File: config.mk
export PLATFORM = sky130hd
export DESIGN_NAME = lcd_read_controller_flat
export DESIGN_NICKNAME = d
export VERILOG_FILES = /design/src/rtl/lcd_read_controller_if.sv /design/src/rtl/lcd_read_controller.sv /design/src/flat_wrapper.sv
export SDC_FILE = /design/constraint.sdc
export NUM_CORES = 1
export LEC_CHECK = 0
export BUFFER_PORTS_ARGS = -buffer_cell sky130_fd_sc_hd__buf_2
export CORE_ASPECT_RATIO = 1.4
export CORE_MARGIN = 5
export CORE_UTILIZATION = 35
export DETAILED_ROUTE_END_ITERATION = 7
export GPL_ROUTABILITY_DRIVEN = 0
export PLACE_DENSITY = 0.55
export SLEW_MARGIN = 0
export SYNTH_ARGS = -nofsm -noshare
export SYNTH_HDL_FRONTEND = slang
export SYNTH_SLANG_ARGS = --single-unit
File: constraint.sdc
create_clock -name clk -period 4.1 [get_ports clk]
set_clock_uncertainty 0.2 [all_clocks]
set_input_delay 0.205 -clock clk [delete_from_list [all_inputs] [get_ports clk]]
set_output_delay 0.205 -clock clk [all_outputs]
set_load 0.05 [all_outputs]
File: src/rtl/lcd_read_controller_if.sv
// Purpose : request/status and LCD read-bus bundle for lcd_read_controller.
// Latency : n/a (wires only).
// Backpressure: none; req is only honoured while the controller is idle.
// Ports   : req/op/lcd_data_in flow master->slave; status and LCD strobes flow slave->master.
interface lcd_read_controller_if;
    logic       req;
    logic [1:0] op;
    logic       busy;
    logic       done;
    logic [7:0] rd_data;
    logic       busy_flag;
    logic [6:0] addr_cnt;
    logic       timeout;
    logic       bus_own;
    logic       lcd_rs;
    logic       lcd_rw;
    logic       lcd_e;
    logic [7:0] lcd_data_in;

    modport master (
        output req, op, lcd_data_in,
        input  busy, done, rd_data, busy_flag, addr_cnt, timeout,
               bus_own, lcd_rs, lcd_rw, lcd_e
    );

    modport slave (
        input  req, op, lcd_data_in,
        output busy, done, rd_data, busy_flag, addr_cnt, timeout,
               bus_own, lcd_rs, lcd_rw, lcd_e
    );
endinterface

File: src/rtl/lcd_read_controller.sv
// Purpose : HD44780-style read cycles (status read, data read, poll-until-not-busy).
// Latency : single read -> done T_AS+T_PW+T_H+1 cycles after the accept edge.
// Backpressure: req ignored unless idle; one operation in flight at a time.
// Ports   : clk, rst (async active-low), bus (slave modport: req/op in, busy/done/
//           rd_data/busy_flag/addr_cnt/timeout/bus_own/lcd_rs/lcd_rw/lcd_e out, lcd_data_in in).
module lcd_read_controller #(
    parameter int T_AS     = 2,
    parameter int T_PW     = 5,
    parameter int T_H      = 2,
    parameter int T_GAP    = 4,
    parameter int POLL_MAX = 8
) (
    input  logic                  clk,
    input  logic                  rst,
    lcd_read_controller_if.slave  bus
);

    localparam int TMAX_A = (T_AS > T_PW) ? T_AS : T_PW;
    localparam int TMAX_B = (T_H > T_GAP) ? T_H : T_GAP;
    localparam int TMAX   = (TMAX_A > TMAX_B) ? TMAX_A : TMAX_B;
    localparam int CW     = $clog2(TMAX + 1);
    localparam int RW     = $clog2(POLL_MAX + 1);

    typedef enum logic [2:0] {
        S_IDLE,
        S_SETUP,
        S_E_HIGH,
        S_HOLD,
        S_GAP,
        S_DONE
    } state_t;

    state_t         state_q, state_d;
    logic [CW-1:0]  cnt_q, cnt_d;
    logic [RW-1:0]  reads_q, reads_d;
    logic [1:0]     op_q, op_d;
    logic           start_q, start_d;
    logic [7:0]     rd_data_q, rd_data_d;
    logic           busy_q, busy_d;
    logic           done_q, done_d;
    logic           timeout_q, timeout_d;
    logic           bus_own_q, bus_own_d;
    logic           lcd_rs_q, lcd_rs_d;
    logic           lcd_rw_q, lcd_rw_d;
    logic           lcd_e_q, lcd_e_d;

    logic           is_data;
    logic           is_poll;
    logic           finish;
    logic           finish_to;

    assign is_data = (op_q == 2'b01);
    assign is_poll = (op_q == 2'b10);

    always_comb begin
        state_d   = state_q;
        cnt_d     = cnt_q;
        reads_d   = reads_q;
        op_d      = op_q;
        start_d   = start_q;
        rd_data_d = rd_data_q;
        busy_d    = busy_q;
        done_d    = 1'b0;
        timeout_d = 1'b0;
        bus_own_d = bus_own_q;
        lcd_rs_d  = lcd_rs_q;
        lcd_rw_d  = lcd_rw_q;
        lcd_e_d   = lcd_e_q;
        finish    = 1'b0;
        finish_to = 1'b0;

        case (state_q)
            S_IDLE: begin
                busy_d = 1'b0;
                // Accept edge only latches op; SETUP becomes visible one edge later,
                // and req during that pending cycle is ignored.
                if (start_q) begin
                    start_d   = 1'b0;
                    state_d   = S_SETUP;
                    cnt_d     = CW'(T_AS - 1);
                    reads_d   = '0;
                    busy_d    = 1'b1;
                    bus_own_d = 1'b1;
                    lcd_rw_d  = 1'b1;
                    lcd_rs_d  = is_data;
                    lcd_e_d   = 1'b0;
                end else if (bus.req) begin
                    start_d = 1'b1;
                    op_d    = bus.op;
                end
            end

            S_SETUP: begin
                if (cnt_q == '0) begin
                    state_d = S_E_HIGH;
                    cnt_d   = CW'(T_PW - 1);
                    lcd_e_d = 1'b1;
                end else begin
                    cnt_d = cnt_q - 1'b1;
                end
            end

            S_E_HIGH: begin
                if (cnt_q == '0) begin
                    // Sample on the same edge that drops lcd_e.
                    state_d   = S_HOLD;
                    cnt_d     = CW'(T_H - 1);
                    lcd_e_d   = 1'b0;
                    rd_data_d = bus.lcd_data_in;
                    reads_d   = reads_q + 1'b1;
                end else begin
                    cnt_d = cnt_q - 1'b1;
                end
            end

            S_HOLD: begin
                if (cnt_q == '0) begin
                    if (is_poll && rd_data_q[7]) begin
                        if (reads_q == RW'(POLL_MAX)) begin
                            finish    = 1'b1;
                            finish_to = 1'b1;
                        end else begin
                            state_d = S_GAP;
                            cnt_d   = CW'(T_GAP - 1);
                        end
                    end else begin
                        finish = 1'b1;
                    end
                end else begin
                    cnt_d = cnt_q - 1'b1;
                end
            end

            S_GAP: begin
                // Bus stays owned with rw=1 between polls so the write side cannot sneak in.
                if (cnt_q == '0) begin
                    state_d = S_SETUP;
                    cnt_d   = CW'(T_AS - 1);
                end else begin
                    cnt_d = cnt_q - 1'b1;
                end
            end

            S_DONE: begin
                state_d = S_IDLE;
                busy_d  = 1'b0;
            end

            default: begin
                state_d = S_IDLE;
            end
        endcase

        if (finish) begin
            state_d   = S_DONE;
            done_d    = 1'b1;
            timeout_d = finish_to;
            bus_own_d = 1'b0;
            lcd_rw_d  = 1'b0;
            lcd_rs_d  = 1'b0;
            lcd_e_d   = 1'b0;
        end
    end

    always_ff @(posedge clk or negedge rst) begin
        if (!rst) begin
            state_q   <= S_IDLE;
            cnt_q     <= '0;
            reads_q   <= '0;
            op_q      <= 2'b00;
            start_q   <= 1'b0;
            rd_data_q <= 8'h00;
            busy_q    <= 1'b0;
            done_q    <= 1'b0;
            timeout_q <= 1'b0;
            bus_own_q <= 1'b0;
            lcd_rs_q  <= 1'b0;
            lcd_rw_q  <= 1'b0;
            lcd_e_q   <= 1'b0;
        end else begin
            state_q   <= state_d;
            cnt_q     <= cnt_d;
            reads_q   <= reads_d;
            op_q      <= op_d;
            start_q   <= start_d;
            rd_data_q <= rd_data_d;
            busy_q    <= busy_d;
            done_q    <= done_d;
            timeout_q <= timeout_d;
            bus_own_q <= bus_own_d;
            lcd_rs_q  <= lcd_rs_d;
            lcd_rw_q  <= lcd_rw_d;
            lcd_e_q   <= lcd_e_d;
        end
    end

    assign bus.busy      = busy_q;
    assign bus.done      = done_q;
    assign bus.rd_data   = rd_data_q;
    assign bus.busy_flag = rd_data_q[7];
    assign bus.addr_cnt  = rd_data_q[6:0];
    assign bus.timeout   = timeout_q;
    assign bus.bus_own   = bus_own_q;
    assign bus.lcd_rs    = lcd_rs_q;
    assign bus.lcd_rw    = lcd_rw_q;
    assign bus.lcd_e     = lcd_e_q;

endmodule

File: src/flat_wrapper.sv
// flat-port wrapper written by rule: the top's interface ports become plain ports
module lcd_read_controller_flat 
#(
    parameter int T_AS     = 2,
    parameter int T_PW     = 5,
    parameter int T_H      = 2,
    parameter int T_GAP    = 4,
    parameter int POLL_MAX = 8
)
  (clk, rst, bus_req, bus_op, bus_lcd_data_in, bus_busy, bus_done, bus_rd_data, bus_busy_flag, bus_addr_cnt, bus_timeout, bus_bus_own, bus_lcd_rs, bus_lcd_rw, bus_lcd_e);
  lcd_read_controller_if bus_i ();
  input  logic clk;
  input  logic rst;
  input wire logic [$bits(bus_i.req)-1:0] bus_req;
  input wire logic [$bits(bus_i.op)-1:0] bus_op;
  input wire logic [$bits(bus_i.lcd_data_in)-1:0] bus_lcd_data_in;
  output wire logic [$bits(bus_i.busy)-1:0] bus_busy;
  output wire logic [$bits(bus_i.done)-1:0] bus_done;
  output wire logic [$bits(bus_i.rd_data)-1:0] bus_rd_data;
  output wire logic [$bits(bus_i.busy_flag)-1:0] bus_busy_flag;
  output wire logic [$bits(bus_i.addr_cnt)-1:0] bus_addr_cnt;
  output wire logic [$bits(bus_i.timeout)-1:0] bus_timeout;
  output wire logic [$bits(bus_i.bus_own)-1:0] bus_bus_own;
  output wire logic [$bits(bus_i.lcd_rs)-1:0] bus_lcd_rs;
  output wire logic [$bits(bus_i.lcd_rw)-1:0] bus_lcd_rw;
  output wire logic [$bits(bus_i.lcd_e)-1:0] bus_lcd_e;
  assign bus_i.req = bus_req;
  assign bus_i.op = bus_op;
  assign bus_i.lcd_data_in = bus_lcd_data_in;
  assign bus_busy = bus_i.busy;
  assign bus_done = bus_i.done;
  assign bus_rd_data = bus_i.rd_data;
  assign bus_busy_flag = bus_i.busy_flag;
  assign bus_addr_cnt = bus_i.addr_cnt;
  assign bus_timeout = bus_i.timeout;
  assign bus_bus_own = bus_i.bus_own;
  assign bus_lcd_rs = bus_i.lcd_rs;
  assign bus_lcd_rw = bus_i.lcd_rw;
  assign bus_lcd_e = bus_i.lcd_e;
  lcd_read_controller #(.T_AS(T_AS), .T_PW(T_PW), .T_H(T_H), .T_GAP(T_GAP), .POLL_MAX(POLL_MAX)) u_core (.clk(clk), .rst(rst), .bus(bus_i));
endmodule
# Yosys cells after proc, flatten, opt, wreduce, memory -nomap -nowiden
# Index checks and enable logic that the tools add are counted.
word_totals:
  word_cells: 93
  memories: 0
  rom_bits: 0
  latchBits: 0
  in_bits: 13
  regBits: 27
  mem_bits_rw: 0
  out_inout_bits: 23
classes:
  n_eq_ne: 19
  bitwise_logic: 1
  n_reduce_logical: 17
  n_mux: 42
  shift: 0
  mul: 0
  div_mod_pow: 0
  add_sub_neg: 2
  n_lt_le_gt_ge: 0
ops:
  columns: ["op", "count"]
  rows:
  - ["$mux W3", 13]
  - ["$mux W1", 22]
  - ["$ne A3 B1 Y1 const B", 6]
  - ["$pmux W3 S5", 1]
  - ["$pmux W3 S4", 1]
  - ["$mux W4", 2]
  - ["$pmux W4 S2", 1]
  - ["$reduce_and A4 Y1", 2]
  - ["$reduce_bool A2 Y1", 4]
  - ["$reduce_bool A4 Y1", 2]
  - ["$reduce_and A7 Y1", 1]
  - ["$eq A3 B2 Y1 const B", 2]
  - ["$eq A3 B3 Y1 const B", 2]
  - ["$logic_not A3 Y1", 2]
  - ["$ne A3 B3 Y1 const B", 2]
  - ["$reduce_and A3 Y1", 2]
  - ["$add A4 B1 Y4 const B", 1]
  - ["$eq A4 B4 Y1 const B", 1]
  - ["$ne A2 B1 Y1 const B", 2]
  - ["$reduce_and A2 Y1", 2]
  - ["$eq A3 B1 Y1 const B", 1]
  - ["$ne A3 B2 Y1 const B", 1]
  - ["$pmux W1 S3", 1]
  - ["$sub A3 B1 Y3 const B", 1]
  - ["other kinds (6)", 6]

# Logic depth before layout (Yosys ltp)
# Gate-level depths: netlist of the first run.
depth:
  ltp_word: 7
  mapped_depth: 7
  ltp_nobuf: 6

# Worst setup path before layout of the first run
# No wires, ideal clock.
synth_timing:
  path_type: "register -> register"
  start: "register u_core.rd_data_q[7], in the netlist u_core.bus.rd_data[7]"
  end: "register u_core.cnt_q[0]"
  path_buffers: 1
  required_ps: 3789
  setup_time_ps: 111
  path_stages_with_launch: 6
  arrival_ps: 1631
  period_less_slack_ps: 1942
  path_slack_ps: 2158
  path_cell_list: "dfrtp_1 > nand3b_1 > o21ba_2 > buf_2 > and2_1 > a2111oi_2"
synth_between:
  elab_chain_len: 3
synth_rtl:
  columns: ["item", "line_no", "rtl"]
  rows:
  - ["start, declared", "lcd_read_controller.sv:38", "logic [7:0] rd_data_q, rd_data_d;"]
  - ["start signal, assigned", "lcd_read_controller.sv:186", "rd_data_q <= rd_data_d;"]
  - ["$logic_and A1 B1 Y1", "lcd_read_controller.sv:118", "if (is_poll && rd_data_q[7]) begin"]
  - ["$ne A3 B3 Y1 (no source line)", null, null]
  - ["$reduce_and A4 Y1 (no source line)", null, null]
  - ["end signal, assigned", "lcd_read_controller.sv:182", "cnt_q <= cnt_d;"]
  - ["end, declared", "lcd_read_controller.sv:34", "logic [CW-1:0] cnt_q, cnt_d;"]
# No other way between the ends.
# A chain may end at the register's enable or synchronous reset.

# Worst setup path after layout of the first run
layout_timing:
  start: "register u_core.cnt_q[0]"
  end: "register u_core.rd_data_q[2], in the netlist u_core.bus.rd_data[2]"
layout_between:
  elab_chain_len: 2
layout_rtl:
  columns: ["item", "line_no", "rtl"]
  rows:
  - ["$logic_not A3 Y1", "lcd_read_controller.sv:104", "if (cnt_q == '0) begin"]
  - ["$reduce_and A2 Y1 (no source line)", null, null]
# No other way between the ends.

==> results by group, run 1 <==
Run status
  – Status: finished clean

Setup path
  – Crit path max fanout: 13
  – Critical path class: reg -> reg
  – Critical Path End Type: flop
  – CP arrival: 2.11 ns
  – CP required: 4.06 ns
  – Startpoint types: flop

Layout
  – Share of layout cells above drive strength 1: 33.5%
  – Final layout net count: 188
  – Commonest non-fill, non-tap cell in the layout: buf_2
  – Fillers: 375
  – Area growth syn-to-layout: 19.7%
  – Final core occ: 43.1%
  – Most frequent cells in the layout: buf_2 (35), dfrtp_1 (27), o21ai_0 (13)
  – Diode count: 0
  – Post-route cell area: 1710 sq um

Clock tree
  – Post-CTS resize count: 0
  – Worst-Skew Late Latency: 0.27 ns
  – H-tree levels: 1
  – CTS buffer count: 3
  – Root Buffer: clkbuf_8
  – CTS tree: built
  – Clock Tree Buf Depth: 2
  – Clock Sink Count: 27
  – Clk slew on worst S/H paths: 0.09 ns

Logic synthesis
  – Yosys cell types: 38
  – Post-Syn Instances: 136
  – EDFF count, synth: 0
  – Share of the synthesized area in the top cell type: 47.4%
  – Post-synth net total: 153
  – Primary FF master, synth: dfrtp_1
  – Sequential share of the synthesized area: 47.4%
  – Avg Cell Area, Syn: 10.5 sq um
  – Post-Synth XOR/XNOR Area: 1.84%
  – Mapped Area: 1430 sq um
  – Post-Synth Simple-Gate Area: 15.2%
  – Post-synthesis async set-or-reset flop share: 100%
  – Top cells by area, synth: dfrtp_1 (47%), mux2_2 (7.1%), buf_4 (4.7%), o21ai_0 (4.6%), ha_1 (3.5%)
  – Largest family of logic cells by synthesized area: simple AND/OR/NAND/NOR gates
  – Multiplexer share of the synthesized area: 9.22%
  – Synth area leader: dfrtp_1
  – Adder-cell share of the synthesized area: 3.51%
  – Synth warn: 0
  – Synthesized flop and latch total: 27
  – Synth Area in Compound Gates: 13.6%

Die
  – Die Area: 5470 sq um
  – Site Rows: 27
  – Die Y: 85.5 um
  – Die X-Extent: 63.9 um
  – I/O pin count: 36
  – Starting density of the core: 36.1%
  – Total core area: 3950 sq um

Timing
  – Final hold violations: 0
  – Normalized max-slew margin: 59.8%
  – Fmax: 466 MHz
  – Slew @ Worst Pin: 0.604 ns
  – Final setup fails: 0
  – Post-Route Setup TNS: 0 ns
  – Worst Slack Setup Final: 1.95 ns
  – Final Critical Period: 2.15 ns
  – Period utilisation layout: 52.4%
  – Fin. max-slew vios: 0
  – RSZ-0062 raised after global routing: no

Route
  – DRC: 0
  – Detailed-route via count: 1092
  – Initial drt markers: 11
  – Routed WL: 2850 um
  – Via density: 5.13
  – DRT antenna net count: 0
  – Routed len/inst: 13.4 um
  – Pre-antenna DRT Iters: 4

GRT
  – GRT Max-Usage Layer: met2
  – Vias in the first global route: 1132
  – Largest net degree at the start of global routing: 28
  – Met1 Use GR: 13.3%
  – Overflow after GRT: 0
  – Initial antenna violation count: 0
  – GRT Total Usage: 11.2%
  – Grt met3 use: 2.49%
  – Met2 Usage GRT: 19.9%
  – First-pass GRT wire length: 5030 um

Placed design
  – Post-DP HPWL: 2130 um
  – Pre-CTS WS: 1.95 ns
  – Port-buffer cells: 35
  – Placed Area: 1550 sq um

Flow run
  – Max-cap violations: 0

Worst hold path
  – Class of the worst hold path: in -> reg
through the flow:
step,cells,hold WS (ns)
6_report,213,0.153
5_1_grt,213,0.171
4_1_cts,213,0.155
3_5_place_dp,198,0.0531
3_3_place_gp,198,0.0489
2_1_floorplan,136,-0.291
final cells by class:
type,instances,area [sq um],share of cell area [%]
well taps,43,53.8,3.15
clock buffers,3,41.3,2.42
inverters,7,26.3,1.54
clock inverters,1,5.00,0.293
repair buffers,46,285,16.7
flip-flops and latches,27,676,39.6
multi-input cells,86,618,36.2
routing by layer:
metal | part of all wire [%] | vias up
met3 | 6.2 | 4
met4 | 1.2 | 0
met1 | 42 | 521
met5 | 0 | -
li1 | - | 534
met2 | 51 | 33
synth_stat cells (2+ instances only):
cell type / count
a21oi_1: 4
buf_2: 3
buf_4: 9
clkbuf_1: 3
dfrtp_1: 27
ha_1: 4
inv_1: 7
mux2_2: 9
mux2_4: 2
nand2_1: 10
nand3b_1: 3
nor2_1: 11
nor2b_1: 2
nor3b_1: 2
o21ai_0: 13
o311ai_0: 2
o31a_1: 2
xor2_1: 3
critical path, stage by stage (launching register included):
cell and delay [ns]:
dfrtp_1 0.44, nor2_1 0.14, ha_1 0.38, and4bb_2 0.49, mux2_2 0.38
flip-flops by register name (all words and copies together) (netlist names):
name	cells
u_core.bus.timeout	1
u_core.bus.done	1
u_core.bus.lcd_e	1
u_core.cnt_q	3
u_core.bus.busy	1
u_core.state_q	3
u_core.start_q	1
u_core.bus.bus_own	1
u_core.reads_q	4
u_core.bus.lcd_rs	1
u_core.bus.rd_data	8
u_core.op_q	2
logic make-up after synthesis:
family                   Yosys count
multiplexers                      11
AO/OA/AOI/OAI                     29
XOR/XNOR                           3
buffers and inverters             23
AND/OR/NAND/NOR                   39
adder cells (fa/ha/maj)            4
flip-flops                        27
timing repair:
action                    in CTS  in global routing
hold buffers                  11                  0
setup buffers                  0                  0
hold endpoints to repair      37                  0
path summary, 6_finish.rpt:
kind	startpoint	to	slack (ns)	cells after the start
setup reg to reg	u_core.cnt_q[0]	u_core.bus.rd_data[2]	1.95	4
setup / recovery	u_core.cnt_q[0]	u_core.bus.rd_data[2]	1.95	4
max in group asynchronous	rst	u_core.bus.rd_data[5]	3.02	2
hold reg to reg	u_core.bus.rd_data[0]	u_core.bus.rd_data[0]	0.33	1
min in group asynchronous	rst	u_core.reads_q[3]	0.28	2
hold / removal	bus_req	u_core.start_q	0.15	3
Power of run 1 is left out: the tool's default activity adds up to more than one toggle a clock period on the data nets, which glitch-free logic cannot reach.
==> inputs of run 2 (changes only) <==
--- a/config.mk
+++ b/config.mk
@@ -11,7 +11,7 @@
 export CORE_UTILIZATION = 35
 export DETAILED_ROUTE_END_ITERATION = 7
 export GPL_ROUTABILITY_DRIVEN = 0
-export PLACE_DENSITY = 0.55
+export PLACE_DENSITY = 0.57
 export SLEW_MARGIN = 0
 export SYNTH_ARGS = -nofsm -noshare
 export SYNTH_HDL_FRONTEND = slang
==> constraint.sdc (replaced) <==
create_clock -name clk -period 1.82 [get_ports clk]
set_clock_uncertainty 0.2 [all_clocks]
set_input_delay 0.091 -clock clk [delete_from_list [all_inputs] [get_ports clk]]
set_output_delay 0.091 -clock clk [all_outputs]
set_load 0.05 [all_outputs]
==> results by group, run 2 (synthesis gave the netlist of run 1 again) <==
Run status
  – Status: complete, but fails checks
  – Failing checks: negative setup slack

Route
  – Via density: 5.10 (-0.45%)
  – Detailed-route via count: 1184 (+8.4%)
  – Pre-antenna DRT Iters: 4 (unchanged)
  – Initial drt markers: 16 (+5)
  – DRC: 0 (unchanged)
  – Routed len/inst: 14.1 um (+4.9%)
  – Routed WL: 3260 um (+14%)
  – DRT antenna net count: 0 (unchanged)

Clock tree
  – CTS buffer count: 3 (unchanged)
  – Root Buffer: clkbuf_8
  – Clock Tree Buf Depth: 2 (unchanged)
  – Clock Sink Count: 27 (unchanged)
  – Clk slew on worst S/H paths: 0.09 ns (about the same)
  – CTS tree: built
  – Worst-Skew Late Latency: 0.26 ns (about the same)
  – H-tree levels: 1 (unchanged)

Placed design
  – Post-DP HPWL: 2380 um (+12%)
  – Port-buffer cells: 35 (unchanged)
  – Placed Area: 1680 sq um (+8.3%)

GRT
  – GRT Total Usage: 12.1% (+0.91 points)
  – First-pass GRT wire length: 5470 um (+8.8%)
  – Overflow after GRT: 0 (unchanged)
  – Largest net degree at the start of global routing: 28 (unchanged)
  – Initial antenna violation count: 0 (unchanged)
  – Vias in the first global route: 1243 (+9.8%)

Timing
  – Normalized max-slew margin: 59.3% (-0.48 points)
  – Post-Route Setup TNS: -0.0458 ns (-0.0458 ns)
  – Worst Slack Setup Final: -0.0250 ns (-1.98 ns)
  – Fin. max-slew vios: 0 (unchanged)
  – Final setup fails: 2 (+2)
  – Fmax: 542 MHz (+16%)
  – Final Critical Period: 1.84 ns (-0.302 ns)
  – RSZ-0062 raised after global routing: yes
  – Worst hold slack: 0.0467 ns (-0.107 ns)
  – Period utilisation layout: 101% (+49 points)
  – Final hold violations: 0 (unchanged)
  – Slew @ Worst Pin: 0.611 ns (+0.00723 ns)

Die
  – Starting density of the core: 36.1% (unchanged)
  – Site Rows: 27 (unchanged)
  – Die X-Extent: 63.9 um (unchanged)
  – Die Y: 85.5 um (unchanged)
  – Total core area: 3950 sq um (unchanged)
  – I/O pin count: 36 (unchanged)
  – Die Area: 5470 sq um (unchanged)

Layout
  – Final layout net count: 207 (+10%)
  – Commonest non-fill, non-tap cell in the layout: buf_2
  – Final core occ: 47.9% (+4.7 points)
  – Share of layout cells above drive strength 1: 43.4% (+9.9 points)
  – Diode count: 0 (unchanged)
  – Post-route cell area: 1890 sq um (+11%)
  – Max reg flops: 8 (unchanged)
  – Fillers: 383 (+2.1%)
  – Area growth syn-to-layout: 32.8%
  – FF/Latch Area: 677 sq um (+0.19%)
  – Multi-input gate area: 667 sq um (+7.9%)
  – Most frequent cells in the layout: buf_2 (35), dfrtp_1 (26), buf_4 (17)

Worst hold path
  – Class of the worst hold path: in -> reg

Setup path
  – CP arrival: 1.80 ns (-0.31 ns)
  – Crit path max fanout: 3 (-10)
  – Critical path class: reg -> reg
  – CP required: 1.78 ns (-2.28 ns)
  – Startpoint types: flop
  – Critical Path End Type: flop

Flow run
  – Max-cap violations: 0 (unchanged)
## run 2: cell count changes in the layout (fill, tap and decap cells not counted), moves of 2 or more
cell / delta
nor2_1: -2
o311ai_1: +2
buf_4: +17
o21ai_0: -3
o21ai_1: +3
ha_1: -2
o311ai_0: -2
## run 2: layout make-up
| type | count | share of cell area (%) |
|---|---|---|
| tap | 43 | 2.84 |
| inverter | 7 | 1.39 |
| timing repair buffer | 64 | 22.4 |
| multi-input combinational | 87 | 35.2 |
| sequential | 27 | 35.8 |
| clock buffer | 4 | 2.38 |
## run 2: critical path: stages (launching register included)
cell	delay [ns]
dfrtp_1	0.39
or3_4	0.41
or3b_4	0.44
mux2_4	0.31
## run 2: final timing paths
check | slack [ns] | startpoint | cells after the start | end
worst min-delay path | 0.05 | bus_req | 3 | u_core.start_q
worst max-delay path | -0.02 | u_core.state_q[2] | 3 | u_core.op_q[1]
worst max register to register | -0.02 | u_core.state_q[2] | 3 | u_core.op_q[1]
min in group asynchronous | 0.17 | rst | 2 | u_core.bus.busy
max in group asynchronous | 0.82 | rst | 2 | u_core.bus.rd_data[7]
worst min register to register | 0.33 | u_core.bus.bus_own | 2 | u_core.bus.bus_own
## run 2: timing repair
item,in CTS,in global routing
hold endpoints to repair,37,0
endpoints found under the setup margin,16,17
hold buffers,11,0
pin swaps,2,6
gates cloned,0,1
buffers inserted,0,1
resized for setup,7,9
## run 2: per-layer routing
layer  track usage (%)  up-vias  wire length, um
li1                  -      575                -
met1              13.3      574             1210
met2              22.5       31             1830
met3              2.36        4              158
met4              4.35        0               56
met5                 0        -                0
## run 2: stage by stage
step	cells	worst slack (ns)
finish	232	-0.0250
global route	232	-0.0495
CTS	230	-0.0165
detailed placement	215	-0.0768
global placement	215	-0.0349
floorplan	136	-0.0466
Power of run 2 is left out for the same reason.
==> inputs of run 3 (changes only) <==
--- a/config.mk
+++ b/config.mk
@@ -11,7 +11,7 @@
 export CORE_UTILIZATION = 35
 export DETAILED_ROUTE_END_ITERATION = 7
 export GPL_ROUTABILITY_DRIVEN = 0
-export PLACE_DENSITY = 0.57
+export PLACE_DENSITY = 0.55
 export SLEW_MARGIN = 0
 export SYNTH_ARGS = -nofsm -noshare
 export SYNTH_HDL_FRONTEND = slang
==> constraint.sdc (replaced) <==
create_clock -name clk -period 2 [get_ports clk]
set_clock_uncertainty 0.2 [all_clocks]
set_input_delay 0.1 -clock clk [delete_from_list [all_inputs] [get_ports clk]]
set_output_delay 0.1 -clock clk [all_outputs]
set_load 0.05 [all_outputs]
==> results by group, run 3 (synthesis gave the netlist of run 1 again) <==
Clock tree
  – Worst-Skew Late Latency: 0.27 ns (about the same)
  – Clk slew on worst S/H paths: 0.09 ns (about the same)
  – CTS tree: built
  – H-tree levels: 1 (unchanged)
  – CTS buffer count: 3 (unchanged)
  – Clock Tree Buf Depth: 2 (unchanged)
  – Clock Sink Count: 27 (unchanged)
  – Root Buffer: clkbuf_8

Placed design
  – Post-DP HPWL: 2270 um (-4.6%)
  – Port-buffer cells: 35 (unchanged)

Setup path
  – CP cell instances: inv_1 > ha_1 > and3b_1 > o21ba_2 > and2_1 > a2111oi_2
  – CP required: 1.97 ns (+0.19 ns)
  – Slowest stage delay, CP: 0.41 ns (-0.03 ns)
  – CP arrival: 1.87 ns (+0.07 ns)
  – Crit path max fanout: 4 (+1)
  – Startpoint types: flop
  – Largest delay contributor family on the critical path: compound AO/OA/AOI/OAI gates
  – CP bufs+invs: 1 (+1)
  – Critical path class: reg -> reg
  – CP max-delay cell: dfrtp_1
  – Critical Path End Type: flop

Die
  – Total core area: 3950 sq um (unchanged)
  – Starting density of the core: 36.1% (unchanged)
  – Die X-Extent: 63.9 um (unchanged)
  – Die Y: 85.5 um (unchanged)
  – Site Rows: 27 (unchanged)
  – I/O pin count: 36 (unchanged)
  – Die Area: 5470 sq um (unchanged)

Flow run
  – Max-cap violations: 0 (unchanged)

Route
  – Initial drt markers: 18 (+2)
  – Pre-antenna DRT Iters: 4 (unchanged)
  – WL met1: 1300 um (+7.1%)
  – Met3 wire len: 185 um (+17%)
  – Routed len/inst: 13.9 um (-1.3%)
  – Met2 wire length: 1560 um (-15%)
  – Routed WL: 3120 um (-4.3%)
  – Via density: 5.10 (about the same)
  – Max Used Layer: met4
  – DRC: 0 (unchanged)
  – Detailed-route via count: 1148 (-3.0%)
  – DRT antenna net count: 0 (unchanged)

Layout
  – Area growth syn-to-layout: 26.6%
  – Fillers: 374 (-2.3%)
  – Final core occ: 45.6% (-2.2 points)
  – Share of layout cells above drive strength 1: 39.0% (-4.4 points)
  – Final layout net count: 200 (-3.4%)
  – Most frequent cells in the layout: buf_2 (35), dfrtp_1 (27), o21ai_0 (13)
  – Diode count: 0 (unchanged)
  – Commonest non-fill, non-tap cell in the layout: buf_2
  – Max reg flops: 8 (unchanged)

Timing
  – Normalized max-slew margin: 58.8% (-0.43 points)
  – Slew @ Worst Pin: 0.617 ns (+0.00651 ns)
  – Post-Route Setup TNS: 0 ns (+0.0458 ns)
  – Final Critical Period: 1.91 ns (+0.0630 ns)
  – Fmax: 524 MHz (-3.3%)
  – Worst hold slack: 0.0507 ns (+0.00400 ns)
  – Final hold violations: 0 (unchanged)
  – Fin. max-slew vios: 0 (unchanged)
  – Period utilisation layout: 95.4% (-6.0 points)
  – Final setup fails: 0 (-2)

Run status
  – Status: finished clean

GRT
  – Largest net degree at the start of global routing: 28 (unchanged)
  – Overflow after GRT: 0 (unchanged)
  – Vias in the first global route: 1150 (-7.5%)
  – Initial antenna violation count: 0 (unchanged)
  – GRT Total Usage: 12.1% (-0.024 points)
  – First-pass GRT wire length: 5400 um (-1.3%)

Worst hold path
  – Class of the worst hold path: in -> reg
## run 3: changes by cell type in the layout (fill, tap and decap cells not counted), moves of 2 or more
cell      before  now
o21ai_1        3    0
buf_4         17   12
o21ai_0       10   13
o311ai_0       0    2
o311ai_1       2    0
## run 3: layout make-up
type	count	area, sq um	share of cell area (%)
clock inverter	1	5.00	0.277
clock buffer	3	41.3	2.29
timing repair buffer	58	375	20.8
sequential	27	676	37.4
multi-input combinational	86	627	34.7
tap	43	53.8	2.98
inverter	7	26.3	1.46
## run 3: worst paths after layout
path | from | endpoint | slack, ns | cells past startpoint
worst max-delay path | u_core.reads_q[1] | u_core.cnt_q[0] | 0.09 | 6
worst min-delay path | bus_req | u_core.start_q | 0.05 | 3
worst max register to register | u_core.reads_q[1] | u_core.cnt_q[0] | 0.09 | 6
worst min register to register | u_core.bus.bus_own | u_core.bus.bus_own | 0.34 | 2
max in group asynchronous | rst | u_core.bus.lcd_e | 1.01 | 2
min in group asynchronous | rst | u_core.bus.timeout | 0.18 | 2
## run 3: timing repair
item,in CTS,in global routing
resized for setup,0,3
hold buffers,11,0
buffers inserted,0,2
setup endpoints to repair,0,13
endpoints found under the hold margin,37,0
## run 3: tightest hold or removal path, cell delays in order
cell	delay (ns)
buf_2	0.09
or3b_4	0.24
nand2_1	0.05
## run 3: per-stage QoR
stage | instance area (sq um) | instances | worst slack (ns)
floorplan | 1430 | 136 | 0.0581
global placement | 1620 | 208 | 0.118
detailed placement | 1620 | 208 | 0.0563
CTS | 1780 | 223 | 0.0370
global route | 1800 | 225 | -0.00707
finish | 1800 | 225 | 0.0920
## run 3: metal layers
| layer | global-route usage (%) | vias up |
|---|---|---|
| li1 | - | 558 |
| met1 | 13.7 | 541 |
| met2 | 21.7 | 42 |
| met3 | 1.83 | 7 |
| met4 | 5.67 | 0 |
| met5 | 0 | - |
Power of run 3 is left out for the same reason.
